===== config.mk =====
export PLATFORM = sky130hd
export DESIGN_NAME = id_stage_decoder
export DESIGN_NICKNAME = d
export VERILOG_FILES = /design/src/rtl/mips_defs_pkg.sv /design/src/rtl/md_busy_counter.sv /design/src/rtl/id_stage_decoder.sv
export SDC_FILE = /design/constraint.sdc
export NUM_CORES = 1
export LEC_CHECK = 0
export CAP_MARGIN = 15
export CORE_MARGIN = 10
export CORE_UTILIZATION = 30
export CTS_BUF_LIST = sky130_fd_sc_hd__clkbuf_16
export DETAILED_ROUTE_END_ITERATION = 16
export DONT_BUFFER_PORTS = 1
export HOLD_SLACK_MARGIN = 0.02
export PLACE_DENSITY = 0.4
export RECOVER_POWER = 100
export SLEW_MARGIN = 20
export SYNTH_ARGS = -nofsm -noshare
export SYNTH_HDL_FRONTEND = slang
export SYNTH_SLANG_ARGS = --single-unit

===== constraint.sdc =====
create_clock -name clk -period 3.9 [get_ports clk]
set_input_delay 0.78 -clock clk [delete_from_list [all_inputs] [get_ports clk]]
set_output_delay 0.78 -clock clk [all_outputs]
set_load 0.005 [all_outputs]

===== src/rtl/mips_defs_pkg.sv =====
// rtl/mips_defs_pkg.sv - opcode/funct encodings, one-hot op indices and decoded-entry type
// Shared by the ID stage and its helpers:
//   OPC_*   6-bit primary opcodes (instr[31:26])
//   FUNCT_* 6-bit R-type function codes (instr[5:0])
//   OP_*    bit positions in the one-hot op vector, NUM_OPS wide
//   dec_t   fields produced by the decoder and held in the pipeline register
package mips_defs;

   localparam int NUM_OPS = 16;

   localparam int OP_ADD  = 0;
   localparam int OP_SUB  = 1;
   localparam int OP_SLL  = 2;
   localparam int OP_SLLV = 3;
   localparam int OP_SLT  = 4;
   localparam int OP_JR   = 5;
   localparam int OP_MULT = 6;
   localparam int OP_DIV  = 7;
   localparam int OP_MFHI = 8;
   localparam int OP_MFLO = 9;
   localparam int OP_ORI  = 10;
   localparam int OP_LW   = 11;
   localparam int OP_SW   = 12;
   localparam int OP_BEQ  = 13;
   localparam int OP_LUI  = 14;
   localparam int OP_JAL  = 15;

   localparam logic [5:0] OPC_RTYPE = 6'b000000;
   localparam logic [5:0] OPC_ORI   = 6'b001101;
   localparam logic [5:0] OPC_LW    = 6'b100011;
   localparam logic [5:0] OPC_SW    = 6'b101011;
   localparam logic [5:0] OPC_BEQ   = 6'b000100;
   localparam logic [5:0] OPC_LUI   = 6'b001111;
   localparam logic [5:0] OPC_JAL   = 6'b000011;

   localparam logic [5:0] FUNCT_ADD  = 6'b100000;
   localparam logic [5:0] FUNCT_SUB  = 6'b100010;
   localparam logic [5:0] FUNCT_SLL  = 6'b000000;
   localparam logic [5:0] FUNCT_SLLV = 6'b000100;
   localparam logic [5:0] FUNCT_SLT  = 6'b101010;
   localparam logic [5:0] FUNCT_JR   = 6'b001000;
   localparam logic [5:0] FUNCT_MULT = 6'b011000;
   localparam logic [5:0] FUNCT_DIV  = 6'b011010;
   localparam logic [5:0] FUNCT_MFHI = 6'b010000;
   localparam logic [5:0] FUNCT_MFLO = 6'b010010;

   typedef struct packed {
      logic [NUM_OPS-1:0] op;
      logic               illegal;
      logic               md_cls;   // op needs the MD unit to be idle before issue
      logic [4:0]         rs;
      logic [4:0]         rt;
      logic [4:0]         rd;
      logic [4:0]         shamt;
      logic [31:0]        imm;
      logic [25:0]        jidx;
   } dec_t;

endpackage


===== src/rtl/md_busy_counter.sv =====
// rtl/md_busy_counter.sv - mult/div busy countdown with load priority over decrement
// Ports:
//   clk, reset_n   clock, asynchronous active-low reset
//   load_i         load load_val_i this cycle (wins over the decrement)
//   load_val_i     cycles the MD unit stays busy
//   md_busy_o      counter is non-zero
module md_busy_counter #(
   parameter int CNT_W = 4
) (
   input  logic             clk,
   input  logic             reset_n,
   input  logic             load_i,
   input  logic [CNT_W-1:0] load_val_i,
   output logic             md_busy_o
);

   logic [CNT_W-1:0] cnt_q, cnt_d;

   always_comb begin
      cnt_d = cnt_q;
      if (load_i) begin
         cnt_d = load_val_i;
      end else if (cnt_q != '0) begin
         cnt_d = cnt_q - CNT_W'(1);
      end
   end

   always_ff @(posedge clk or negedge reset_n) begin
      if (!reset_n) begin
         cnt_q <= '0;
      end else begin
         cnt_q <= cnt_d;
      end
   end

   assign md_busy_o = (cnt_q != '0);

endmodule


===== src/rtl/id_stage_decoder.sv =====
// rtl/id_stage_decoder.sv - registered MIPS instruction decode stage with MD busy interlock
// Ports:
//   clk, reset_n            clock, asynchronous active-low reset
//   flush                   kill held entry and any entry accepted this cycle
//   in_valid/in_ready       upstream handshake; in_instr, in_pc payload
//   out_valid/out_ready     downstream handshake
//   out_op, out_illegal     one-hot op vector, unrecognised-encoding flag
//   out_rs/rt/rd/shamt      raw register / shift fields
//   out_imm, out_jidx       extended immediate, jump index
//   out_pc                  PC of the held entry
//   md_busy                 MD unit still working on an issued mult/div
module id_stage_decoder
   import mips_defs::*;
#(
   parameter int PC_W       = 32,
   parameter int MD_MUL_LAT = 5,
   parameter int MD_DIV_LAT = 10,
   parameter int EN_MD      = 1
) (
   input  logic               clk,
   input  logic               reset_n,
   input  logic               flush,
   input  logic               in_valid,
   output logic               in_ready,
   input  logic [31:0]        in_instr,
   input  logic [PC_W-1:0]    in_pc,
   output logic               out_valid,
   input  logic               out_ready,
   output logic [NUM_OPS-1:0] out_op,
   output logic               out_illegal,
   output logic [4:0]         out_rs,
   output logic [4:0]         out_rt,
   output logic [4:0]         out_rd,
   output logic [4:0]         out_shamt,
   output logic [31:0]        out_imm,
   output logic [25:0]        out_jidx,
   output logic [PC_W-1:0]    out_pc,
   output logic               md_busy
);

   localparam logic [3:0] MUL_LD = 4'(MD_MUL_LAT);
   localparam logic [3:0] DIV_LD = 4'(MD_DIV_LAT);

   function automatic dec_t decode(input logic [31:0] instr);
      dec_t d;
      d       = '0;
      d.rs    = instr[25:21];
      d.rt    = instr[20:16];
      d.rd    = instr[15:11];
      d.shamt = instr[10:6];
      d.jidx  = instr[25:0];
      d.imm   = {{16{instr[15]}}, instr[15:0]};
      case (instr[31:26])
         OPC_RTYPE: begin
            case (instr[5:0])
               FUNCT_ADD:  d.op[OP_ADD]  = 1'b1;
               FUNCT_SUB:  d.op[OP_SUB]  = 1'b1;
               FUNCT_SLL:  d.op[OP_SLL]  = 1'b1;
               FUNCT_SLLV: d.op[OP_SLLV] = 1'b1;
               FUNCT_SLT:  d.op[OP_SLT]  = 1'b1;
               FUNCT_JR:   d.op[OP_JR]   = 1'b1;
               FUNCT_MULT: d.op[OP_MULT] = (EN_MD != 0);
               FUNCT_DIV:  d.op[OP_DIV]  = (EN_MD != 0);
               FUNCT_MFHI: d.op[OP_MFHI] = (EN_MD != 0);
               FUNCT_MFLO: d.op[OP_MFLO] = (EN_MD != 0);
               default:    ;
            endcase
         end
         OPC_ORI: begin
            d.op[OP_ORI] = 1'b1;
            d.imm        = {16'h0000, instr[15:0]};
         end
         OPC_LW:  d.op[OP_LW]  = 1'b1;
         OPC_SW:  d.op[OP_SW]  = 1'b1;
         OPC_BEQ: d.op[OP_BEQ] = 1'b1;
         OPC_LUI: begin
            d.op[OP_LUI] = 1'b1;
            d.imm        = {instr[15:0], 16'h0000};
         end
         OPC_JAL: d.op[OP_JAL] = 1'b1;
         default: ;
      endcase
      d.illegal = (d.op == '0);
      d.md_cls  = d.op[OP_MULT] | d.op[OP_DIV] | d.op[OP_MFHI] | d.op[OP_MFLO];
      return d;
   endfunction

   logic            vld_q, vld_d;
   dec_t            dec_q, dec_d;
   logic [PC_W-1:0] pc_q, pc_d;
   logic            fire, accept, md_load;
   logic [3:0]      md_load_val;

   // An MD-class entry waits in the register until the unit drains; the
   // register itself stays full so in_ready drops and the fields hold still.
   assign out_valid = vld_q & ~(dec_q.md_cls & md_busy);
   assign fire      = out_valid & out_ready;
   assign in_ready  = ~vld_q | fire;
   assign accept    = in_valid & in_ready;

   always_comb begin
      vld_d = vld_q;
      dec_d = dec_q;
      pc_d  = pc_q;
      if (flush) begin
         vld_d = 1'b0;
      end else if (accept) begin
         vld_d = 1'b1;
         dec_d = decode(in_instr);
         pc_d  = in_pc;
      end else if (fire) begin
         vld_d = 1'b0;
      end
   end

   always_ff @(posedge clk or negedge reset_n) begin
      if (!reset_n) begin
         vld_q <= 1'b0;
         dec_q <= '0;
         pc_q  <= '0;
      end else begin
         vld_q <= vld_d;
         dec_q <= dec_d;
         pc_q  <= pc_d;
      end
   end

   // A flush never cancels an issue that fires in the same cycle, so the
   // counter load depends on fire alone.
   assign md_load     = fire & (dec_q.op[OP_MULT] | dec_q.op[OP_DIV]);
   assign md_load_val = dec_q.op[OP_MULT] ? MUL_LD : DIV_LD;

   md_busy_counter #(.CNT_W(4)) u_md_busy_counter (
      .clk        (clk),
      .reset_n    (reset_n),
      .load_i     (md_load),
      .load_val_i (md_load_val),
      .md_busy_o  (md_busy)
   );

   assign out_op      = dec_q.op;
   assign out_illegal = dec_q.illegal;
   assign out_rs      = dec_q.rs;
   assign out_rt      = dec_q.rt;
   assign out_rd      = dec_q.rd;
   assign out_shamt   = dec_q.shamt;
   assign out_imm     = dec_q.imm;
   assign out_jidx    = dec_q.jidx;
   assign out_pc      = pc_q;

endmodule

# Word-level counts from Yosys, hierarchy flattened
# Cells that the tools add are included.
dict set report totals {
  regBits 133
  in_bits 69
  word_cells 86
}
dict set report op_classes {
  add_sub_neg 1
  eq_ne 15
  mux 38
  bitwise_logic 13
  reduce_logical 7
}
# operator n
set ops {}
lappend ops {{$pmux 32 s2} 1}
lappend ops {{$mux 1} 31}
lappend ops {{$eq 6x6->1 const B} 5}
lappend ops {{$mux 10} 3}
lappend ops {{$eq 6x5->1 const B} 4}
lappend ops {{$eq 6x4->1 const B} 3}
lappend ops {{$logic_not 16->1} 1}
lappend ops {{$eq 6x3->1 const B} 2}
lappend ops {{$logic_not 6->1} 2}
lappend ops {{$mux 4} 3}
lappend ops {{$eq 6x2->1 const B} 1}
lappend ops {{$and 1x1->1} 5}
lappend ops {{$or 1x1->1} 5}
lappend ops {{$reduce_bool 4->1} 1}
lappend ops {{$sub 4x1->4 const B} 1}
lappend ops {{$not 1->1} 3}
lappend ops {{$reduce_bool 3->1} 1}
lappend ops {{$reduce_and 2->1} 1}
lappend ops {{$reduce_bool 2->1} 1}

# Logic depth before layout (Yosys ltp)
# Gate-level depths: netlist of run 1.
dict set report depth {
  depth_word 12
  depth_mapped 10
}

# Hierarchy
# Synthesis of run 1 repeated with hierarchy kept, for this count alone.
dict set report unflattened {
  cells_unflattened 584
  hier_area_um2 5305.1
}
# module n_inst cells_each area_per_inst_um2
set modules_own_cells {}
lappend modules_own_cells {id_stage_decoder 1 558 5053.6}
lappend modules_own_cells {md_busy_counter 1 26 251.5}

# Worst setup path before layout of run 1
# Ideal clock, no wire load.
dict set report synth_timing {
  path_type {input-to-reg}
  startpoint {in in_instr[31]}
  endpoint {reg dec_q, in the netlist out_op[6]}
  setup_time_ns 0.092
  t_arrival_ns 2.173
  slack_ns 1.635
  path_stages 4
  cell_sequence {or3_4 or4_4 or3_4 o31ai_2}
}
dict set report synth_between {
  elab_chain_len 4
}
# item line
set synth_rtl {}
lappend synth_rtl {{from (decl)} id_stage_decoder.sv:25} ;# input logic [31:0] in_instr,
lappend synth_rtl {{$logic_not 6->1} id_stage_decoder.sv:53} ;# case (instr[31:26])
lappend synth_rtl {{$mux 10} id_stage_decoder.sv:53}
lappend synth_rtl {{$mux 10} id_stage_decoder.sv:107} ;# end else if (accept) begin
lappend synth_rtl {{$mux 10} id_stage_decoder.sv:105} ;# if (flush) begin
lappend synth_rtl {{to (signal assigned)} id_stage_decoder.sv:119} ;# dec_q <= '0;
lappend synth_rtl {{to (signal assigned)} id_stage_decoder.sv:123} ;# dec_q <= dec_d;
lappend synth_rtl {{to (decl)} id_stage_decoder.sv:89} ;# dec_t dec_q, dec_d;
# No other way between the ends. The select of a mux whose other input is x is not followed.
# A chain may end at the register's enable or synchronous reset.

# Final worst setup path of run 1
dict set report layout_timing {
  startpoint {reg u_md_busy_counter.cnt_q[0]}
  endpoint {out in_ready}
}
dict set report layout_between {
  elab_chain_len 6
}
# item line
set layout_rtl {}
lappend layout_rtl {{from (decl)} md_busy_counter.sv:17} ;# logic [CNT_W-1:0] cnt_q, cnt_d;
lappend layout_rtl {{from (signal assigned)} md_busy_counter.sv:32} ;# cnt_q <= cnt_d;
lappend layout_rtl {{$reduce_bool 4->1} md_busy_counter.sv:36} ;# assign md_busy_o = (cnt_q != '0);
lappend layout_rtl {{via md_busy} id_stage_decoder.sv:38} ;# output logic md_busy
lappend layout_rtl {{$and 1x1->1} id_stage_decoder.sv:96} ;# assign out_valid = vld_q & ~(dec_q.md_cls & md_busy);
lappend layout_rtl {{$not 1->1} id_stage_decoder.sv:96}
lappend layout_rtl {{$and 1x1->1} id_stage_decoder.sv:96}
lappend layout_rtl {{$and 1x1->1} id_stage_decoder.sv:97} ;# assign fire = out_valid & out_ready;
lappend layout_rtl {{$or 1x1->1} id_stage_decoder.sv:98} ;# assign in_ready = ~vld_q | fire;
lappend layout_rtl {{to (decl)} id_stage_decoder.sv:24} ;# output logic in_ready,
# The timed path passes the listed nets, and every way through them passes these cells.

==> out/metrics.cfg, run 1 <==
[layout]
drive_gt1_frac = 0.221
design_area_sq_um = 5390
fin_util = 0.302
n_fill_cell = 1798
diodes = 0
fin_cells = 636
area_delta_synth_final_pct = -0.278
final_nets = 468

[clocking]
clk_pin_slew_worst_paths_ns = 0.05
cts_buffers = 17
cts_setup_buffers = 0
cts_tree = yes
cts-htree-levels = 4
cts_root_buf = clkbuf_16
ctsHoldBuffers = 0
cts.sinks = 113
clk_latency_ns = 0.41
cts_resized = 0
cts_buffer_depth = 2

[timing]
setup_viol = 0
slew_headroom = 0.437
whs_ns = 0.0683
finalMaxSlewViolations = 0
hold_viol = 0
fin_crit_ns = 3.11
fmax_ghz = 0.322
skew_ns = 0.00920
fin_crit_sh = 0.796
worst_pin_slew_ns = 0.844
rsz0062_at_grt = no
fin_setup_tns_ns = 0
worst_slack_ns = 0.795

[synth]
ys_seq_area_frac = 0.523
async_reset_ff_frac = 1.00
synth-seq-cells = 113
yosysMostFrequentCell = dfrtp_1
synth_commonest_cells = dfrtp_1, buf_4, nand2_1, mux2_2, o21ai_0
synth.top_cell.area_share = 0.523
synthCells = 494
synth_edf_count = 0
syn_area_per_cell_sq_um = 10.9
yosysTopAreaCell = dfrtp_1
synth_cell_type_count = 41
synth_warnings = 0
synth_area_leaders = dfrtp_1, buf_4, mux2_2
synthesis.nets = 565
synth_flop_cell = dfrtp_1
netlist_area_sq_um = 5400

[route]
vias = 2941
route.detailed.drc = 0
ant_nets = 0
wl_per_cell_microns = 20.6
routed_via_density = 4.62
first_iter_violations = 95
firstDrtPassIters = 4
wl_microns = 13100

[placement]
dp_hpwl_microns = 9170
gp_congestion = 0.769
dp_slack_ns = 1.24
portBuffers = 0
placed_cell_area_sq_um = 4920
dpl.cell_count = 607

[floorplanning]
die-area_sq_um = 23800
start_util = 0.303
chipWidth_microns = 154
top_level_ports = 199
die_h_microns = 154
std_cell_rows = 49
core-area_sq_um = 17800

[critical_path]
crit_start = u_md_busy_counter.cnt_q[0]
worst-path-max-fanout = 10
path_cells = inv_1 > ha_1 > or3b_1 > a21boi_0 > nand2b_1
reg2reg_from = u_md_busy_counter.cnt_q[0]
crit_path_start_kind = register
crit_arrival_ns = 2.33
required_ns = 3.12
path_delay_family = simple AND/OR/NAND/NOR gates
r2r_cells = 7
end_kind = output pin
worstReg2RegEnd = out_pc[11]
reg2reg_slack_ns = 0.87
path_class = register to output pin
slowest_delay_ns = 0.53
slowest_stage = or3b_1
path_buf_inv = 1

[run_status]
outcome = complete, no violations

[worst_hold_path]
hold_class = input pin to async pin

[global_routing]
grt_pass1_wl_microns = 20100
antenna_found_initial = 0
grt-ovfl-total = 0
grt_pass1_vias = 3273
grt_max_degree = 114
track_usage = 0.110

[power_and_ir_drop]
p_leak_nw = 2.32
p_per_area_nw_per_um2 = 596
ir_worst_vdd_v = 0.000287
p_total_mw = 3.21

[job]
drv_cap = 0

power by group:
part           leakage [nW]  total (mW)  switching [mW]  internal, mW
Combinational         0.673       0.324           0.150         0.175
Sequential             1.39        1.53           0.177          1.36
Clock                 0.262        1.35           0.509         0.843
registers in the layout, indices dropped and copies added, names as in the netlist:
| register | count |
|---|---|
| out_imm | 32 |
| out_pc | 32 |
| out_op | 16 |
| out_jidx | 9 |
| out_rs | 5 |
| out_rd | 4 |
| out_rt | 4 |
| out_shamt | 4 |
| u_md_busy_counter.cnt_q | 4 |
| dec_q | 1 |
| out_illegal | 1 |
| vld_q | 1 |
routing by layer:
| metal | routed length (microns) | GRT usage | up-vias |
|---|---|---|---|
| met1 | 5160 | 0.121 | 1414 |
| li1 | - | - | 1387 |
| met2 | 6030 | 0.165 | 120 |
| met3 | 1670 | 0.0740 | 20 |
| met4 | 257 | 0.0450 | 0 |
| met5 | 0 | 0 | - |
kinds of logic (layout without fill, tap and decap cells):
logic type | count (synthesis) | in the layout | share of synthesized area
AO/OA/AOI/OAI | 87 | 87 | 0.100
AND/OR/NAND/NOR | 106 | 106 | 0.0887
flip-flops | 113 | 113 | 0.523
XOR/XNOR | 2 | 2 | 0.00324
multiplexers | 57 | 57 | 0.119
adder cells (fa/ha/maj) | 2 | 2 | 0.00463
buffers and inverters | 127 | 40 | 0.161
cell type report:
type                       count  area [sq um]  share of cell area
sequential                   113          2830               0.525
multi-input combinational    254          1680               0.311
clock buffer                  17           425              0.0790
tap                          229           287              0.0532
clock inverter                12          81.3              0.0151
timing repair buffer           4          63.8              0.0118
inverter                       7          26.3             0.00488
layout by cell type, fill, tap and decap left out, types with 2 or more instances in the layout:
master and n:
o21ai_0 40, buf_12 3, mux2_2 57, nor2_1 5, clkinv_1 2, xnor2_1 2
inv_1 10, nand3_1 4, nand2_1 73, dfrtp_1 113, nand4_1 2, o41ai_1 2
clkbuf_16 17, o31ai_1 12, clkinv_2 5, or3_4 2, nand3b_1 4, a21boi_0 2
nand2b_1 2, a211oi_1 2, a21oi_1 21, ha_1 2, nor3_1 5
how the worst max path moves through the flow:
stage | depth (start not counted) | end
finish | 5 | in_ready
floorplan | 4 | out_op[6]
detailed placement | 7 | out_pc[10]
global placement | 7 | out_pc[2]
CTS | 5 | in_ready
global route | 7 | out_jidx[15]
worst register-to-register path: stages (launching register included):
cell and delay (ns):
dfrtp_1 0.38, inv_1 0.11, ha_1 0.22, or3b_1 0.39
a21boi_0 0.24, o21ai_4 0.58, clkbuf_1 0.58, mux2_2 0.41
Power figures use the tool's default switching activity.
==> run 2, diff against run 1 <==
--- a/config.mk
+++ b/config.mk
@@ -12,7 +12,7 @@
 export DETAILED_ROUTE_END_ITERATION = 16
 export DONT_BUFFER_PORTS = 1
 export HOLD_SLACK_MARGIN = 0.02
-export PLACE_DENSITY = 0.4
+export PLACE_DENSITY = 0.41
 export RECOVER_POWER = 100
 export SLEW_MARGIN = 20
 export SYNTH_ARGS = -nofsm -noshare
==> constraint.sdc (replaced) <==
create_clock -name clk -period 2.7 [get_ports clk]
set_input_delay 0.54 -clock clk [delete_from_list [all_inputs] [get_ports clk]]
set_output_delay 0.54 -clock clk [all_outputs]
set_load 0.005 [all_outputs]
==> run 2 against run 1 <==
  * The flow now finishes with violations (hold timing)
  * Clock power up 75%
  * Global-route usage fell by 0.30 points
  * Worst hold slack got worse by 0.25 ns
  * Non-clock buffer count fell by 1
  * Critical path depth did not move
  * Final cell count up 0.31%
  * Utilization up 0.61 points
  * Via count increased by 1.6%
  * Register-to-register slack worse by 0.63 ns
  * Critical path type unchanged
  * Largest power group is now the clock network
  * Highest routed layer unchanged
==> out/metrics.cfg, run 2 (synthesis gave the netlist of run 1 again) <==
[run_status]
outcome = finished with violations  ; was complete, no violations
violations = hold timing

[timing]
fin_crit_ns = 2.49
hold_viol = 113  ; was 0
fin_crit_sh = 0.923
finalMaxSlewViolations = 0  ; unchanged
fin_setup_tns_ns = 0  ; unchanged
whs_ns = -0.181  ; was 0.0683 ns
fmax_ghz = 0.401
skew_ns = 0.00800  ; was 0.00920 ns
setup_viol = 0  ; unchanged
slew_headroom = 0.521  ; was 0.437
worst_pin_slew_ns = 0.719  ; was 0.844 ns
rsz0062_at_grt = no  ; unchanged

[critical_path]
reg2reg_from = u_md_busy_counter.cnt_q[0]  ; unchanged
path_delay_family = flip-flops  ; was simple AND/OR/NAND/NOR gates
worstReg2RegEnd = out_pc[22]  ; was out_pc[11]
required_ns = 2.16  ; was 3.12 ns
path_class = register to output pin  ; unchanged
crit_arrival_ns = 1.95  ; was 2.33 ns
worst-path-max-fanout = 9  ; was 10
path_cells = inv_1 > ha_1 > or3b_1 > buf_4 > a21oi_1  ; was inv_1 > ha_1 > or3b_1 > a21boi_0 > nand2b_1
reg2reg_slack_ns = 0.24  ; was 0.87 ns
slowest_stage = dfrtp_1  ; was or3b_1
slowest_delay_ns = 0.40  ; was 0.53 ns
r2r_cells = 7  ; unchanged
end_kind = output pin  ; unchanged
path_buf_inv = 2  ; was 1
crit_path_start_kind = register  ; unchanged

[floorplanning]
chipWidth_microns = 154  ; unchanged
std_cell_rows = 49  ; unchanged
core-area_sq_um = 17800  ; unchanged
top_level_ports = 199  ; unchanged
die_h_microns = 154  ; unchanged
start_util = 0.303  ; unchanged
die-area_sq_um = 23800  ; unchanged

[route]
route.detailed.drc = 0  ; unchanged
ant_nets = 0  ; unchanged
routed_via_density = 4.68  ; was 4.62
firstDrtPassIters = 4  ; unchanged
wl_microns = 13000  ; was 13100 microns
wl_per_cell_microns = 20.3  ; was 20.6 microns
vias = 2989  ; was 2941
first_iter_violations = 109  ; was 95

[global_routing]
grt_pass1_vias = 3181  ; was 3273
grt_max_degree = 160  ; was 114
grt-ovfl-total = 0  ; unchanged
antenna_found_initial = 0  ; unchanged
track_usage = 0.107  ; was 0.110
grt_pass1_wl_microns = 19600  ; was 20100 microns

[clocking]
clk_latency_ns = 0.41  ; about the same
cts_resized = 0  ; unchanged
cts_root_buf = clkbuf_16  ; unchanged
cts_setup_buffers = 0  ; unchanged
cts.sinks = 113  ; unchanged
clk_pin_slew_worst_paths_ns = 0.06  ; was 0.05 ns
cts-htree-levels = 4  ; unchanged
cts_buffer_depth = 2  ; unchanged
cts_tree = yes  ; unchanged
cts_buffers = 17  ; unchanged

[layout]
n_fill_cell = 1801  ; was 1798
area_delta_synth_final_pct = 1.74  ; was -0.278%
diodes = 0  ; unchanged
final_cell_mix = dfrtp_1, nand2_1, mux2_2  ; unchanged
seq_area_sq_um = 2830  ; unchanged
final_common_cell = dfrtp_1  ; unchanged
final_nets = 467  ; was 468
multi_input_area_sq_um = 1690  ; was 1680 sq um
fin_cells = 638  ; was 636
drive_gt1_frac = 0.244  ; was 0.221

[placement]
gp_congestion = 0.759  ; was 0.769
dp_hpwl_microns = 8840  ; was 9170 microns
portBuffers = 0  ; unchanged
dpl.cell_count = 606  ; was 607

[power_and_ir_drop]
p_per_area_nw_per_um2 = 918  ; was 596 nW/um^2
p_leak_nw = 2.35  ; was 2.32 nW
ir_worst_vdd_v = 0.000445  ; was 0.000287 V

[worst_hold_path]
hold_class = input pin to async pin  ; unchanged

[job]
drv_cap = 0  ; unchanged

==> run 2: cell types whose count changed in the layout (fill, tap and decap cells not counted), moves of 2 or more <==
| cell | delta |
|---|---|
| o31ai_2 | +4 |
| o31ai_1 | -4 |
| bufinv_16 | +3 |
| inv_1 | -2 |
| clkinvlp_4 | +3 |
| clkinv_2 | -3 |
| clkinv_4 | +3 |
==> run 2: stage by stage <==
stage / total power [mW] / utilization / setup WS, ns / cell area (sq um)
after floorplan: 2.82 / - / 0.624 / 5400
final: 5.05 / 0.308 / 0.207 / 5500
after CTS: 5.15 / 0.310 / 0.178 / 5520
after global placement: 2.71 / 0.275 / 0.502 / 4900
after detailed placement: 2.74 / 0.275 / 0.415 / 4900
after global routing: 5.29 / 0.308 / 0.0740 / 5500
==> run 2: worst max-delay path by stage <==
stage | slack [ns] | cells past startpoint | end | startpoint
finish | 0.21 | 5 | out_valid | u_md_busy_counter.cnt_q[0]
global route | 0.07 | 7 | out_pc[28] | u_md_busy_counter.cnt_q[0]
CTS | 0.18 | 5 | out_valid | u_md_busy_counter.cnt_q[0]
detailed placement | 0.42 | 7 | out_pc[24] | u_md_busy_counter.cnt_q[0]
global placement | 0.50 | 7 | out_pc[12] | u_md_busy_counter.cnt_q[0]
floorplan | 0.62 | 10 | dec_q[78] | u_md_busy_counter.cnt_q[0]
==> run 2: power breakdown <==
part | leakage (nW) | internal, mW | switching [mW]
Sequential | 1.39 | 1.96 | 0.257
Clock | 0.294 | 1.54 | 0.821
Combinational | 0.670 | 0.255 | 0.222
==> run 2: per-layer routing <==
layer  global-route usage  vias up  part of all wire
li1                     -     1396                 -
met1                0.116     1445              0.38
met2                0.164      136              0.47
met3               0.0713       12              0.14
met4               0.0405        0             0.013
met5                    0        -                 0
==> run 2: area by class of cell <==
type | instances | area share
clock buffer | 17 | 0.0774
sequential | 113 | 0.514
multi-input combinational | 254 | 0.307
clock inverter | 15 | 0.0353
timing repair buffer | 3 | 0.00865
tap | 229 | 0.0521
inverter | 7 | 0.00478
==> run 2: worst register-to-register path, delay by kind of cell (launching register included) <==
kind / cells / cell delay, ns
adders and majority gates: 1 / 0.23
AOI/OAI and AO/OA: 2 / 0.37
and+or+nand+nor: 1 / 0.20
DFF: 1 / 0.38
buffers and inverters: 2 / 0.69
muxes: 1 / 0.47
==> run 3, diff against run 2 <==
--- a/config.mk
+++ b/config.mk
@@ -14,7 +14,7 @@
 export HOLD_SLACK_MARGIN = 0.02
 export PLACE_DENSITY = 0.41
 export RECOVER_POWER = 100
-export SLEW_MARGIN = 20
+export SLEW_MARGIN = 25
 export SYNTH_ARGS = -nofsm -noshare
 export SYNTH_HDL_FRONTEND = slang
 export SYNTH_SLANG_ARGS = --single-unit
==> results of run 3 <==
No change in the layout: final DEF, timing and power equal those of run 2.
